**config.mk**
```make
export PLATFORM = sky130hd
export DESIGN_NAME = parking_gate_ctrl
export DESIGN_NICKNAME = d
export VERILOG_FILES = /design/src/rtl/parking_gate_ctrl.sv
export SDC_FILE = /design/constraint.sdc
export NUM_CORES = 1
export LEC_CHECK = 0
export BUFFER_PORTS_ARGS = -buffer_cell sky130_fd_sc_hd__buf_2
export CORE_AREA = 2 2 64 66
export DETAILED_ROUTE_END_ITERATION = 10
export DIE_AREA = 0 0 66 68
export PLACE_DENSITY = 0.75
export SLEW_MARGIN = 0
export SYNTH_ARGS = -nofsm -noshare
export SYNTH_HDL_FRONTEND = slang
export SYNTH_SLANG_ARGS = --single-unit
```
**constraint.sdc**
```tcl
create_clock -name clk -period 2.2 [get_ports clk]
set_clock_uncertainty 0.2 [all_clocks]
set_input_delay 0.22 -clock clk [delete_from_list [all_inputs] [get_ports clk]]
set_output_delay 0.22 -clock clk [all_outputs]
set_load 0.03 [all_outputs]
```
**src/rtl/parking_gate_ctrl.sv**
```systemverilog
`default_nettype none
// ============================================================================
// Module   : parking_gate_ctrl
// Brief    : Entry/exit lane gate controller feeding the parking occupancy
//            block; optional deny counter via PARKING_GATE_DENY_CNT_EN.
// Revision : 1.0 - initial release
// ============================================================================
module parking_gate_ctrl #(
    parameter int DEBOUNCE_CYCLES = 4,
    parameter int BARRIER_CYCLES  = 8
) (
    input  logic       clk,
    input  logic       start,
    input  logic       entry_sensor,
    input  logic       entry_badge_uni,
    input  logic       exit_sensor,
    input  logic       exit_badge_uni,
    input  logic       uni_is_vacated_space,
    input  logic       is_vacated_space,
    output logic       car_entered,
    output logic       is_uni_car_entered,
    output logic       car_exited,
    output logic       is_uni_car_exited,
    output logic       entry_barrier_open,
    output logic       exit_barrier_open,
    output logic       entry_denied
`ifdef PARKING_GATE_DENY_CNT_EN
    ,
    output logic [7:0] deny_count
`endif
);

    localparam logic [3:0] c_DB_LAST  = 4'(DEBOUNCE_CYCLES - 1);
    localparam logic [7:0] c_BAR_LOAD = 8'(BARRIER_CYCLES - 1);

    localparam logic [1:0] c_ST_IDLE       = 2'd0;
    localparam logic [1:0] c_ST_CHECK      = 2'd1;
    localparam logic [1:0] c_ST_OPEN       = 2'd2;
    localparam logic [1:0] c_ST_WAIT_CLEAR = 2'd3;

    // Lane index 0 = entry, 1 = exit.
    logic [1:0] w_raw;
    logic [1:0] w_db;

    assign w_raw = {exit_sensor, entry_sensor};

    for (genvar gi = 0; gi < 2; gi++) begin : g_debounce
        logic [3:0] r_cnt;
        logic       r_state;

        always_ff @(posedge clk) begin
            if (start) begin
                r_cnt   <= 4'd0;
                r_state <= 1'b0;
            end else if (w_raw[gi] != r_state) begin
                if (r_cnt == c_DB_LAST) begin
                    r_state <= w_raw[gi];
                    r_cnt   <= 4'd0;
                end else begin
                    r_cnt <= r_cnt + 4'd1;
                end
            end else begin
                r_cnt <= 4'd0;
            end
        end

        assign w_db[gi] = r_state;
    end

    logic [1:0] r_entry_state, w_entry_state_nxt;
    logic [1:0] r_exit_state,  w_exit_state_nxt;
    logic       r_entry_cls,   w_entry_cls_nxt;
    logic       r_exit_cls,    w_exit_cls_nxt;
    logic [7:0] r_entry_cnt,   w_entry_cnt_nxt;
    logic [7:0] r_exit_cnt,    w_exit_cnt_nxt;

    logic w_car_entered_nxt;
    logic w_uni_entered_nxt;
    logic w_car_exited_nxt;
    logic w_uni_exited_nxt;
    logic w_entry_bar_nxt;
    logic w_exit_bar_nxt;
    logic w_denied_nxt;
    logic w_entry_grant;

    assign w_entry_grant = r_entry_cls ? uni_is_vacated_space : is_vacated_space;

    always_comb begin
        w_exit_state_nxt = r_exit_state;
        w_exit_cls_nxt   = r_exit_cls;
        w_exit_cnt_nxt   = r_exit_cnt;
        w_car_exited_nxt = 1'b0;
        w_uni_exited_nxt = 1'b0;
        w_exit_bar_nxt   = 1'b0;
        case (r_exit_state)
            c_ST_IDLE: begin
                if (w_db[1]) begin
                    w_exit_state_nxt = c_ST_CHECK;
                    w_exit_cls_nxt   = exit_badge_uni;
                end
            end
            c_ST_CHECK: begin
                w_car_exited_nxt = 1'b1;
                w_uni_exited_nxt = r_exit_cls;
                w_exit_bar_nxt   = 1'b1;
                w_exit_cnt_nxt   = c_BAR_LOAD;
                w_exit_state_nxt = c_ST_OPEN;
            end
            c_ST_OPEN: begin
                if (r_exit_cnt == 8'd0) begin
                    w_exit_state_nxt = c_ST_WAIT_CLEAR;
                end else begin
                    w_exit_cnt_nxt = r_exit_cnt - 8'd1;
                    w_exit_bar_nxt = 1'b1;
                end
            end
            default: begin
                if (!w_db[1]) begin
                    w_exit_state_nxt = c_ST_IDLE;
                end
            end
        endcase
    end

    // A granted entry colliding with an exit strobe waits in CHECK and
    // re-reads the vacancy flags on the following cycle.
    always_comb begin
        w_entry_state_nxt = r_entry_state;
        w_entry_cls_nxt   = r_entry_cls;
        w_entry_cnt_nxt   = r_entry_cnt;
        w_car_entered_nxt = 1'b0;
        w_uni_entered_nxt = 1'b0;
        w_entry_bar_nxt   = 1'b0;
        w_denied_nxt      = 1'b0;
        case (r_entry_state)
            c_ST_IDLE: begin
                if (w_db[0]) begin
                    w_entry_state_nxt = c_ST_CHECK;
                    w_entry_cls_nxt   = entry_badge_uni;
                end
            end
            c_ST_CHECK: begin
                if (!w_entry_grant) begin
                    w_denied_nxt      = 1'b1;
                    w_entry_state_nxt = c_ST_WAIT_CLEAR;
                end else if (!w_car_exited_nxt) begin
                    w_car_entered_nxt = 1'b1;
                    w_uni_entered_nxt = r_entry_cls;
                    w_entry_bar_nxt   = 1'b1;
                    w_entry_cnt_nxt   = c_BAR_LOAD;
                    w_entry_state_nxt = c_ST_OPEN;
                end
            end
            c_ST_OPEN: begin
                if (r_entry_cnt == 8'd0) begin
                    w_entry_state_nxt = c_ST_WAIT_CLEAR;
                end else begin
                    w_entry_cnt_nxt = r_entry_cnt - 8'd1;
                    w_entry_bar_nxt = 1'b1;
                end
            end
            default: begin
                if (!w_db[0]) begin
                    w_entry_state_nxt = c_ST_IDLE;
                end
            end
        endcase
    end

    always_ff @(posedge clk) begin
        if (start) begin
            r_entry_state      <= c_ST_IDLE;
            r_exit_state       <= c_ST_IDLE;
            r_entry_cls        <= 1'b0;
            r_exit_cls         <= 1'b0;
            r_entry_cnt        <= 8'd0;
            r_exit_cnt         <= 8'd0;
            car_entered        <= 1'b0;
            is_uni_car_entered <= 1'b0;
            car_exited         <= 1'b0;
            is_uni_car_exited  <= 1'b0;
            entry_barrier_open <= 1'b0;
            exit_barrier_open  <= 1'b0;
            entry_denied       <= 1'b0;
        end else begin
            r_entry_state      <= w_entry_state_nxt;
            r_exit_state       <= w_exit_state_nxt;
            r_entry_cls        <= w_entry_cls_nxt;
            r_exit_cls         <= w_exit_cls_nxt;
            r_entry_cnt        <= w_entry_cnt_nxt;
            r_exit_cnt         <= w_exit_cnt_nxt;
            car_entered        <= w_car_entered_nxt;
            is_uni_car_entered <= w_uni_entered_nxt;
            car_exited         <= w_car_exited_nxt;
            is_uni_car_exited  <= w_uni_exited_nxt;
            entry_barrier_open <= w_entry_bar_nxt;
            exit_barrier_open  <= w_exit_bar_nxt;
            entry_denied       <= w_denied_nxt;
        end
    end

`ifdef PARKING_GATE_DENY_CNT_EN
    always_ff @(posedge clk) begin
        if (start) begin
            deny_count <= 8'd0;
        end else if (w_denied_nxt && (deny_count != 8'hFF)) begin
            deny_count <= deny_count + 8'd1;
        end
    end
`endif

endmodule
`default_nettype wire

```
# After elaboration in Yosys (flattened, before gate mapping)
# Cells that the tools add are included.
# Widths: inputs -> output; s select.
totals:
  ff_bits: 39
  latch_bits: 0
  ramBits: 0
  romBits: 0
  in_bits: 8
  output_inout_bits: 7
  word_cells: 89
  mem_count: 0
classes:
  add_sub_neg: 4
  multipliers: 0
  n_div: 0
  n_lt_le_gt_ge: 0
  eq_ne: 19
  n_shift: 0
  n_mux: 25
  bitwise: 5
  reduce_logical: 19
ops:
  columns: ["op", "n"]
  rows:
  - ["$mux 8", 4]
  - ["$pmux 8 s2", 2]
  - ["$logic_not 8->1", 2]
  - ["$mux 2", 8]
  - ["$ne 2x2->1 const B", 8]
  - ["$sub 8x1->8 const B", 2]
  - ["$pmux 2 s3", 2]
  - ["$reduce_and 2->1", 5]
  - ["$add 4x1->4 const B", 2]
  - ["$eq 4x2->1 const B", 2]
  - ["$ne 4x1->1 const B", 2]
  - ["$reduce_and 4->1", 2]
  - ["$mux 1", 7]
  - ["$reduce_or 3->1", 2]
  - ["$not 1->1", 5]
  - ["$eq 2x1->1 const B", 2]
  - ["$eq 2x2->1 const B", 2]
  - ["$logic_not 2->1", 2]
  - ["$pmux 1 s2", 2]
  - ["$reduce_bool 2->1", 2]
  - ["$reduce_or 2->1", 2]
  - ["$reduce_or 4->1", 1]
  - ["$ne 3x3->1 const B", 1]
  - ["$reduce_and 3->1", 1]
  - ["$ne 1x1->1", 2]

# Logic depth before layout (Yosys ltp)
# Gate-level depths: netlist (run 1).
logic_depth:
  word_depth: 5
  ltp_mapped: 7
  depth_no_buf: 6

# Worst setup path before layout (run 1)
# Ideal clock, no wire load.
synth_path:
  path_kind: "reg-to-reg"
  start: "reg r_exit_state[1]"
  end: "reg r_entry_cnt[3]"
  setup_ns: 0.076
  arrival_ns: 1.897
  required_time_ns: 1.924
  slack_ns: 0.027
  path_stages_with_launch: 8
  path_buffers: 1
  period_less_slack_ns: 2.173
  cell_sequence: "dfxtp_1 inv_1 ha_1 nand2b_1 o21a_1 clkbuf_1 or4_2 a21boi_0"
synth_between:
  elab_chain_len: 4
synth_lines:
  columns: ["item", "line", "source"]
  rows:
  - ["start, declared", "71", "logic [1:0] r_exit_state, w_exit_state_nxt;"]
  - ["start signal, assigned", "173", "r_exit_state <= c_ST_IDLE;"]
  - ["start signal, assigned", "187", "r_exit_state <= w_exit_state_nxt;"]
  - ["$eq 2x1->1", "95", "case (r_exit_state)"]
  - ["$mux 1", "95", null]
  - ["named net w_car_exited_nxt", "79", "logic w_car_exited_nxt;"]
  - ["$ne 2x2->1 (no source line)", null, null]
  - ["$reduce_and 4->1 (no source line)", null, null]
  - ["end signal, assigned", "190", "r_entry_cnt <= w_entry_cnt_nxt;"]
  - ["end, declared", "74", "logic [7:0] r_entry_cnt, w_entry_cnt_nxt;"]
# The timed path passes the listed nets, and every way through them passes these cells.
# A chain may end at the register's enable or synchronous reset.

# Final worst setup path (run 1)
layout_path:
  start: "reg r_entry_cnt[3]"
  end: "reg r_entry_cnt[7]"
layout_between:
  elab_chain_len: 3
  word_cells_on_any_way: 6
  classes_between: "add/sub (1); eq/ne (1); mux (2); reduce/logical (2)"
layout_lines:
  columns: ["item", "line"]
  rows:
  - ["$sub 8x1->8 / $logic_not 8->1 (equally long branches)", "158, 155"]
  - ["$mux 8 / $ne 2x2->1 (equally long branches)", null]
  - ["$pmux 8 s2 / $reduce_and 4->1 (equally long branches)", null]
# Parallel ways exist; a longest one is shown, timed or not. The select of a mux whose other input is x is not followed.

==> results by stage, run 1 <==
Run status:
- The run finished with clean final reports.

Synth:
- The flip-flop and latch count after synthesis is 39.
- Synthesis produced about 210 cells.
- In this run, synthesis inferred 0 flip-flops with an integrated enable.
- In this run the cell area of the synthesized design comes to between 1500 and 2000 um2.
- The number of nets handed over by synthesis was about 240.
- For this run, the leading register cell type out of synthesis is sky130_fd_sc_hd__dfxtp_1.
- The Yosys warning count is 0.
- The mean area per synthesized cell is 9.01 um2.
- The proportion of synthesized flip-flops having asynchronous set or reset is 0%.
- The sequential fraction of the synthesis area is between 40 and 50%.
- The count of different cell masters after synthesis is 41.

Timing:
- For the pin with the worst max-slew slack, the measured transition is 0.396 ns.
- The time the worst path needs with I/O delays and setup is 2.17 ns.
- The top achievable clock speed is approximately 460 MHz.
- Headroom to the max-slew limit came out at approximately three quarters.
- Setup repair after global routing could not meet its margin everywhere.
- The portion of the clock cycle consumed by the worst path in the final layout is a little over nine tenths.
- The final-report max-slew violation count is 0.
- The number of failing setup endpoints in the final timing report is 0.
- The final-report hold violation count came to 0.

Clock network:
- The clock latency at the later pin of the worst-skew pair is around 0.28 ns.
- The H-tree depth is 2.
- Clock-pin slew was measured on the worst setup and hold paths at approximately 0.07 ns.
- TritonCTS created 5 clock buffers.
- The root buffer cell is sky130_fd_sc_hd__clkbuf_8.
- TritonCTS built the clock tree.
- After clock tree synthesis, the setup repair step added 0 buffers.
- In this run the deepest clock path goes through 2 buffers.
- The clock net sink count is 39.

Cells and area:
- With fillers left out, the area of the finished cells amounts to 2280 um2.
- The final instance count without filler cells is roughly 300.
- The multi-input combinational cells in the finished layout cover a total of between 1000 and 1500 um2.
- The top cell types in the final layout, fill and taps aside, are sky130_fd_sc_hd__dfxtp_1, sky130_fd_sc_hd__nor2_1, sky130_fd_sc_hd__buf_2.
- From synthesis to final layout, the design area changed by 18.7%.
- The number of antenna cells inserted is 0.
- In the final layout, flip-flops and latches occupy just under 800 um2.
- The net count reported at finish is approximately 270.
- The post-route netlist has between 20% and 30% of its cells at a drive strength greater than 1.
- The count of filler cells inserted in the layout is 354.
- The most common cell after layout, fill and taps aside is sky130_fd_sc_hd__dfxtp_1.

Critical path:
- The kind of start point of the critical path is a register.
- Counting both buffers and inverters, the worst setup path holds a total of 0.
- The data arrival at the endpoint of the critical path is roughly 2.2 ns.
- The critical path goes through or4_4 -> or4_4 -> or4_1 -> a21boi_1.
- The dominant delay contributor by cell family on the critical path is simple AND/OR/NAND/NOR gates.
- Of all nets on the critical path, the largest fanout is 2.
- For flop-to-flop paths, the worst setup slack is 0.03 ns.
- The category of the critical setup timing path is reg -> reg.
- STA puts the critical path data required time at ~2.2 ns.
- The largest single stage delay on the critical path is about 0.53 ns.
- The worst setup path is captured at a register.
- The depth of the most critical reg-to-reg path is 4.
- The startpoint identified for the worst register-to-register timing path is r_entry_cnt[3].
- The cell type with the highest occurrence count on the critical path is sky130_fd_sc_hd__or4_4.
- The worst register-to-register path ends at r_entry_cnt[7].
- The slowest stage of the critical path belongs to the cell sky130_fd_sc_hd__or4_4.

Die:
- The floorplan step defined a die boundary enclosing between 4000 and 5000 um2.
- The placeable core area is 3860 um2.
- The die width is between 60 and 70 um.
- The die height is roughly 70 um.
- For this configuration, the core starts out at a cell density of around 50%.
- For this design the top-level I/O count stands at 15.
- The number of standard-cell rows in the floorplan is 23.

Global routing:
- The initial antenna violation count is 0.
- The number of global-route vias before repair was around 1500.
- The first global-routing pass estimated about 6300 um of wire.
- The total global routing track utilization is about 18%.
- Entering global routing, the biggest net connects 27 pins.
- The global route total overflow is 0.

Placed design:
- After legalization and detailed placement, the total HPWL measured roughly 2600 um.
- The post-placement cell count is approximately 290.
- Summing all placed instances gives a cell area of between 2000 and 2500 um2.
- Input and output buffers added on the ports amount to 14.
- The final estimated routing congestion in global placement is 0.848.

Detailed routing:
- Dividing the detail-routed via count by the number of cells gives approximately 5.3.
- The detailed-route wire length per cell is around 12 um.
- The via total after detailed routing is 1585.
- Once detail routing completed, the nets flagged for antenna violations numbered 0.
- The wire length reported by the detailed router is 3510 um.
- The violation count after the first detailed-route iteration is 63.
- The first-pass detailed-route iteration total is 4.
- The number of remaining DRC errors is 0.

Hold path:
- The worst-case hold path end point is g_debounce[0].r_state.
- The worst hold path passes through 3 cells.
- The startpoint identified for the worst hold timing path is entry_sensor.
- The tightest min-delay check is of the in -> reg type.

Power and ir drop:
- Across the VDD grid, the largest voltage drop is between 0.5 and 0.6 mV.
- The static power due to leakage is 0.920 nW.
- Dividing total power by cell area gives a power density of about 890 nW/um2.

Flow run:
- The number of maximum-capacitance violations is 0.
==> worst min-delay path, delay by kind of cell <==
family                 cells  cell delay, ns
multiplexers               1            0.07
AND/OR/NAND/NOR            1            0.07
buffers and inverters      1            0.10
==> power breakdown <==
group          internal (mW)  total [mW]  switching [mW]
Sequential             0.783       0.844          0.0609
Combinational          0.349       0.731           0.382
Clock                  0.221       0.460           0.239
Total                   1.35        2.04           0.682
==> per-stage QoR <==
stage	setup TNS [ns]	total power [mW]	worst slack, ns	hold slack (ns)	util, %
final	0	2.04	0.0251	0.0125	59.1
after global routing	-0.0728	2.20	-0.0501	0.0177	59.1
after CTS	0	2.02	0.00432	0.0200	58.3
after detailed placement	0	1.55	0.0269	0.238	55.4
after global placement	0	1.53	0.0479	0.227	55.4
after floorplan	0	1.35	0.0272	0.167	-
==> layer usage <==
layer / wire [um] / vias up / GRT usage (%)
met5: 0 / - / 0
met4: 50 / 0 / 6.89
met3: 140 / 7 / 4.61
met2: 1640 / 24 / 31.9
met1: 1680 / 721 / 21.2
li1: - / 833 / -
==> state kept, by name, indices dropped and copies added, names as in the netlist <==
signal              count
entry_barrier_open      1
r_entry_state           2
car_entered             1
r_exit_state            2
g_debounce.r_cnt        8
car_exited              1
is_uni_car_exited       1
exit_barrier_open       1
is_uni_car_entered      1
r_entry_cls             1
r_entry_cnt             8
g_debounce.r_state      2
entry_denied            1
r_exit_cls              1
r_exit_cnt              8
==> cells by family after synthesis <==
family          count (synthesis)  synth area share, %
compound gates                 42                 14.8
xor+xnor                        7                 3.19
fa+ha+maj                      14                 9.13
buf+inv                        17                 3.32
flops                          39                 40.7
mux                            10                 5.48
simple gates                   84                 23.4
==> final cells by class <==
class	count	area share, %
clock buffers	6	3.19
clock inverters	2	0.549
inverters	13	2.14
multi-input cells	157	48.4
flip-flops and latches	39	34.3
well taps	50	2.75
repair buffers	30	8.68
==> worst max path at each step <==
stage	to	slack [ns]	from	cells after the start
after global placement	r_entry_cnt[7]	0.05	r_entry_cnt[3]	4
after CTS	r_entry_cnt[3]	0.004	r_exit_state[1]	6
after detailed placement	r_entry_cnt[7]	0.03	r_entry_cnt[3]	4
after floorplan	r_entry_cnt[3]	0.03	r_exit_state[1]	7
final	r_entry_cnt[7]	0.03	r_entry_cnt[3]	4
after global routing	r_entry_cnt[7]	-0.05	r_entry_cnt[3]	4
==> cell usage after synthesis, types with 4 or more instances <==
cell,n,area (um2)
sky130_fd_sc_hd__a211oi_1,4,30.0
sky130_fd_sc_hd__a21oi_1,10,50.1
sky130_fd_sc_hd__dfxtp_1,39,781
sky130_fd_sc_hd__ha_1,14,175
sky130_fd_sc_hd__inv_1,13,48.8
sky130_fd_sc_hd__mux2_2,4,45.0
sky130_fd_sc_hd__mux2i_1,6,60.1
sky130_fd_sc_hd__nand2_1,8,30.0
sky130_fd_sc_hd__nand2b_1,7,43.8
sky130_fd_sc_hd__nand3_1,9,45.0
sky130_fd_sc_hd__nor2_1,29,109
sky130_fd_sc_hd__o21ai_0,5,25.0
sky130_fd_sc_hd__o31ai_1,5,37.5
sky130_fd_sc_hd__or3_1,5,31.3
sky130_fd_sc_hd__or4_1,6,45.0
sky130_fd_sc_hd__xnor2_1,4,35.0
==> what timing repair did <==
action / CTS / global route
setup endpoints to repair: 0 / 7
gates resized for setup: 0 / 9
endpoints found under the hold margin: 3 / 0
hold buffers: 3 / 0
(Power assumes the default switching activity.)
==> run 2: changes to the inputs <==
--- a/config.mk
+++ b/config.mk
@@ -9,7 +9,7 @@
 export CORE_AREA = 2 2 64 66
 export DETAILED_ROUTE_END_ITERATION = 10
 export DIE_AREA = 0 0 66 68
-export PLACE_DENSITY = 0.75
+export PLACE_DENSITY = 0.72
 export SLEW_MARGIN = 0
 export SYNTH_ARGS = -nofsm -noshare
 export SYNTH_HDL_FRONTEND = slang
==> run 2 against run 1 <==
Effect of this change:
- maximum frequency shrank 0.54%
- global-route usage shrank 0.39 points
- clock power grew 12%
- setup slack lost 0.012 ns
- sequential share of layout area is essentially flat
- total power grew 1.1%
- non-clock buffer count grew 1
- wire length grew 0.40%
- core utilization is essentially flat
- critical endpoint unchanged
- largest cell class unchanged
==> results by stage, run 2 (synthesis results as in run 1) <==
Critical path:
- The critical path endpoint category is a register.
- The largest driver fanout on the critical path came to 4 (+2).
- Broken down by cell family, the worst path's largest delay share belongs to simple AND/OR/NAND/NOR gates.
- The critical path's largest stage delay was 0.54 ns (about the same).
- The data arrival at the endpoint of the critical path came to 2.22 ns (+0.03 ns).
- The cell type with the highest occurrence count on the critical path is sky130_fd_sc_hd__or4_4.
- The category of the critical setup timing path is reg -> reg.
- The slowest library cell on the worst path is sky130_fd_sc_hd__or4_4.
- The critical path goes through or4_4 -> or4_4 -> or4_1 -> a21boi_1.
- The combined buffer and inverter count along the critical path is 0 (unchanged).
- The kind of start point of the critical path is a register.
- The required time at the worst-slack endpoint is 2.23 ns (about the same).

Power and ir drop:
- The relative contribution of combinational cells to total power is 34.2% (-1.7 points).
- The static power due to leakage is 0.920 nW (about the same).
- The switching share of power is 33.2% (-0.31 points).
- The worst supply voltage drop on vdd is 0.591 mV (+4.9%).
- The overall power after layout came to 2.06 mW (+1.1%).
- The register share of total power was 40.9% (-0.6 points).
- The portion of total power attributed to the clock network is 24.9% (+2.3 points).
- The total power divided by cell area is 903 nW/um2 (+1.1%).
- The design internal power was 1.38 mW (+1.6%).
- The net switching power came to 683 uW (+0.19%).

Die:
- The placeable core area is 3860 um2 (unchanged).
- The die height came to 68 um (unchanged).
- The number of ports placed on the die boundary is 15 (unchanged).
- The starting utilization of the core area is 49.8% (unchanged).
- The area enclosed by the die boundary came to 4490 um2 (unchanged).
- The die width is 66 um (unchanged).
- The number of standard-cell rows in the floorplan is 23 (unchanged).

Global routing:
- The initial antenna violation count is 0 (unchanged).
- The global route total overflow is 0 (unchanged).
- The total global routing track utilization is 17.7% (-0.39 points).
- The number of global-route vias before repair is 1465 (-2.9%).
- The first-pass GRT wire length is 6090 um (-3.0%).
- The largest net degree at the start of global routing is 27 (unchanged).

Timing:
- The time the worst path needs with I/O delays and setup is 2.19 ns (+0.0118 ns).
- The max-slew headroom at the worst pin is 70.0% (-3.6 points).
- The top achievable clock speed came to 457 MHz (-0.54%).
- The sum of negative setup slack is 0 ns (unchanged).
- The portion of the clock cycle consumed by the worst path in the final layout was 99.4% (+0.53 points).
- Setup repair after global routing could not meet its margin everywhere.
- The number of failing setup endpoints in the final timing report came to 0 (unchanged).
- The slew at the pin with the worst max-slew slack is 0.449 ns (+0.0529 ns).
- The final-report max-slew violation count is 0 (unchanged).
- The final-report hold violation count is 0 (unchanged).

Detailed routing:
- The residual antenna-violating net count after detailed routing is 0 (unchanged).
- The wire length reported by the detailed router is 3520 um (+0.40%).
- The number of remaining DRC errors came to 0 (unchanged).
- The ratio of routed vias to standard cells is 5.42 (+1.6%).
- The violation count after the first detailed-route iteration is 57 (-9.5%).
- The first-pass detailed-route iteration total is 4 (unchanged).
- The via total after detailed routing is 1616 (+2.0%).
- The detailed-route wire length per cell is 11.8 um (about the same).

Clock network:
- The number of buffers inserted during clock tree synthesis came to 5 (unchanged).
- The CTS clock-pin slew for the worst setup and hold paths is 0.08 ns (about the same).
- The clock latency at the later pin of the worst-skew pair is 0.30 ns (+0.02 ns).
- The H-tree depth is 2 (unchanged).
- The post-CTS setup buffer count was 0 (unchanged).
- TritonCTS built the clock tree.
- The maximum number of buffers from clock root to sink is 2 (unchanged).
- The cell sitting at the root of the clock tree is a sky130_fd_sc_hd__clkbuf_8.
- The clock net sink count came to 39 (unchanged).

Run status:
- The flow ran to the end, and the final reports show no timing, DRC or antenna violations.

Cells and area:
- In the final layout, the registers with the most flip-flops are g_debounce.r_cnt (8), r_entry_cnt (8), r_exit_cnt (8).
- The post-layout instance area is 2280 um2 (about the same).
- The share of cells above drive strength 1 is 20.2% (-1.3 points).
- The library cell used most frequently in the layout, excluding fill and tap cells, is sky130_fd_sc_hd__dfxtp_1.
- Leaving out fill and tap cells, the most frequent cells in the layout are sky130_fd_sc_hd__dfxtp_1, sky130_fd_sc_hd__nor2_1, sky130_fd_sc_hd__ha_1, sky130_fd_sc_hd__buf_2.
- The net count reported at finish is 269 (+0.37%).
- The area growth from synthesis to final layout is 18.8% (about the same).
- The number of antenna cells inserted is 0 (unchanged).

Placed design:
- The final estimated routing congestion in global placement came to 0.843 (-0.57%).
- The area of placed instances is 2130 um2 (unchanged).
- The detailed-placement wirelength estimate is 2590 um (+1.0%).
- The number of port buffers is 14 (unchanged).

Hold path:
- The worst hold path belongs to the class in -> reg.

Flow run:
- The number of maximum-capacitance violations was 0 (unchanged).
## run 2: power by group through the flow
stage | logic [mW] | clock network [mW] | registers [mW]
2_1_floorplan | 0.492 | 0 | 0.859
3_3_place_gp | 0.670 | 0 | 0.855
3_5_place_dp | 0.675 | 0 | 0.857
4_1_cts | 0.700 | 0.531 | 0.842
5_1_grt | 0.786 | 0.557 | 0.853
6_report | 0.704 | 0.513 | 0.842
## run 2: area by class of cell
cell class | instances | area, um2
Fill cell | 364 | 1580
Tap cell | 50 | 62.6
Clock inverter | 2 | 16.3
Multi-Input combinational cell | 157 | 1080
Sequential cell | 39 | 782
Inverter | 13 | 48.8
Timing Repair Buffer | 31 | 208
Clock buffer | 6 | 82.6
## run 2: path summary, 6_finish.rpt
path                               start                endpoint  slack (ns)  depth (start not counted)
setup / recovery          r_entry_cnt[3]          r_entry_cnt[7]        0.01                          4
hold / removal          is_vacated_space            entry_denied        0.09                          4
setup reg to reg          r_entry_cnt[3]          r_entry_cnt[7]        0.01                          4
hold reg to reg   g_debounce[0].r_cnt[0]  g_debounce[0].r_cnt[0]        0.25                          1
## run 2: per-stage QoR
| step | cells | hold WS [ns] | util [%] | worst slack [ns] |
|---|---|---|---|---|
| after floorplan | 213 | 0.167 | - | 0.0272 |
| after global placement | 286 | 0.228 | 55.4 | 0.0300 |
| after detailed placement | 286 | 0.240 | 55.4 | 0.0166 |
| after CTS | 298 | 0.0760 | 59.1 | -0.000635 |
| after global routing | 298 | 0.112 | 59.1 | -0.0733 |
| final | 298 | 0.0906 | 59.1 | 0.0133 |
## run 2: what timing repair did
action / CTS / global route
resized for setup: 2 / 2
endpoints found under the setup margin: 1 / 4
pin swaps: 1 / 0
endpoints found under the hold margin: 4 / 0
hold buffers: 4 / 0
## run 2: per-layer routing
layer | wire length [um] | global-route usage (%) | up-vias
li1 | - | - | 830
met4 | 58 | 6.12 | 0
met5 | 0 | 0 | -
met2 | 1680 | 31.6 | 21
met3 | 110 | 5.59 | 7
met1 | 1680 | 20.0 | 758
## run 2: tightest hold or removal path, cell delays in order
cell,delay [ns]
sky130_fd_sc_hd__buf_2,0.08
sky130_fd_sc_hd__mux2i_1,0.09
sky130_fd_sc_hd__nand2_1,0.11
sky130_fd_sc_hd__nor2_1,0.04
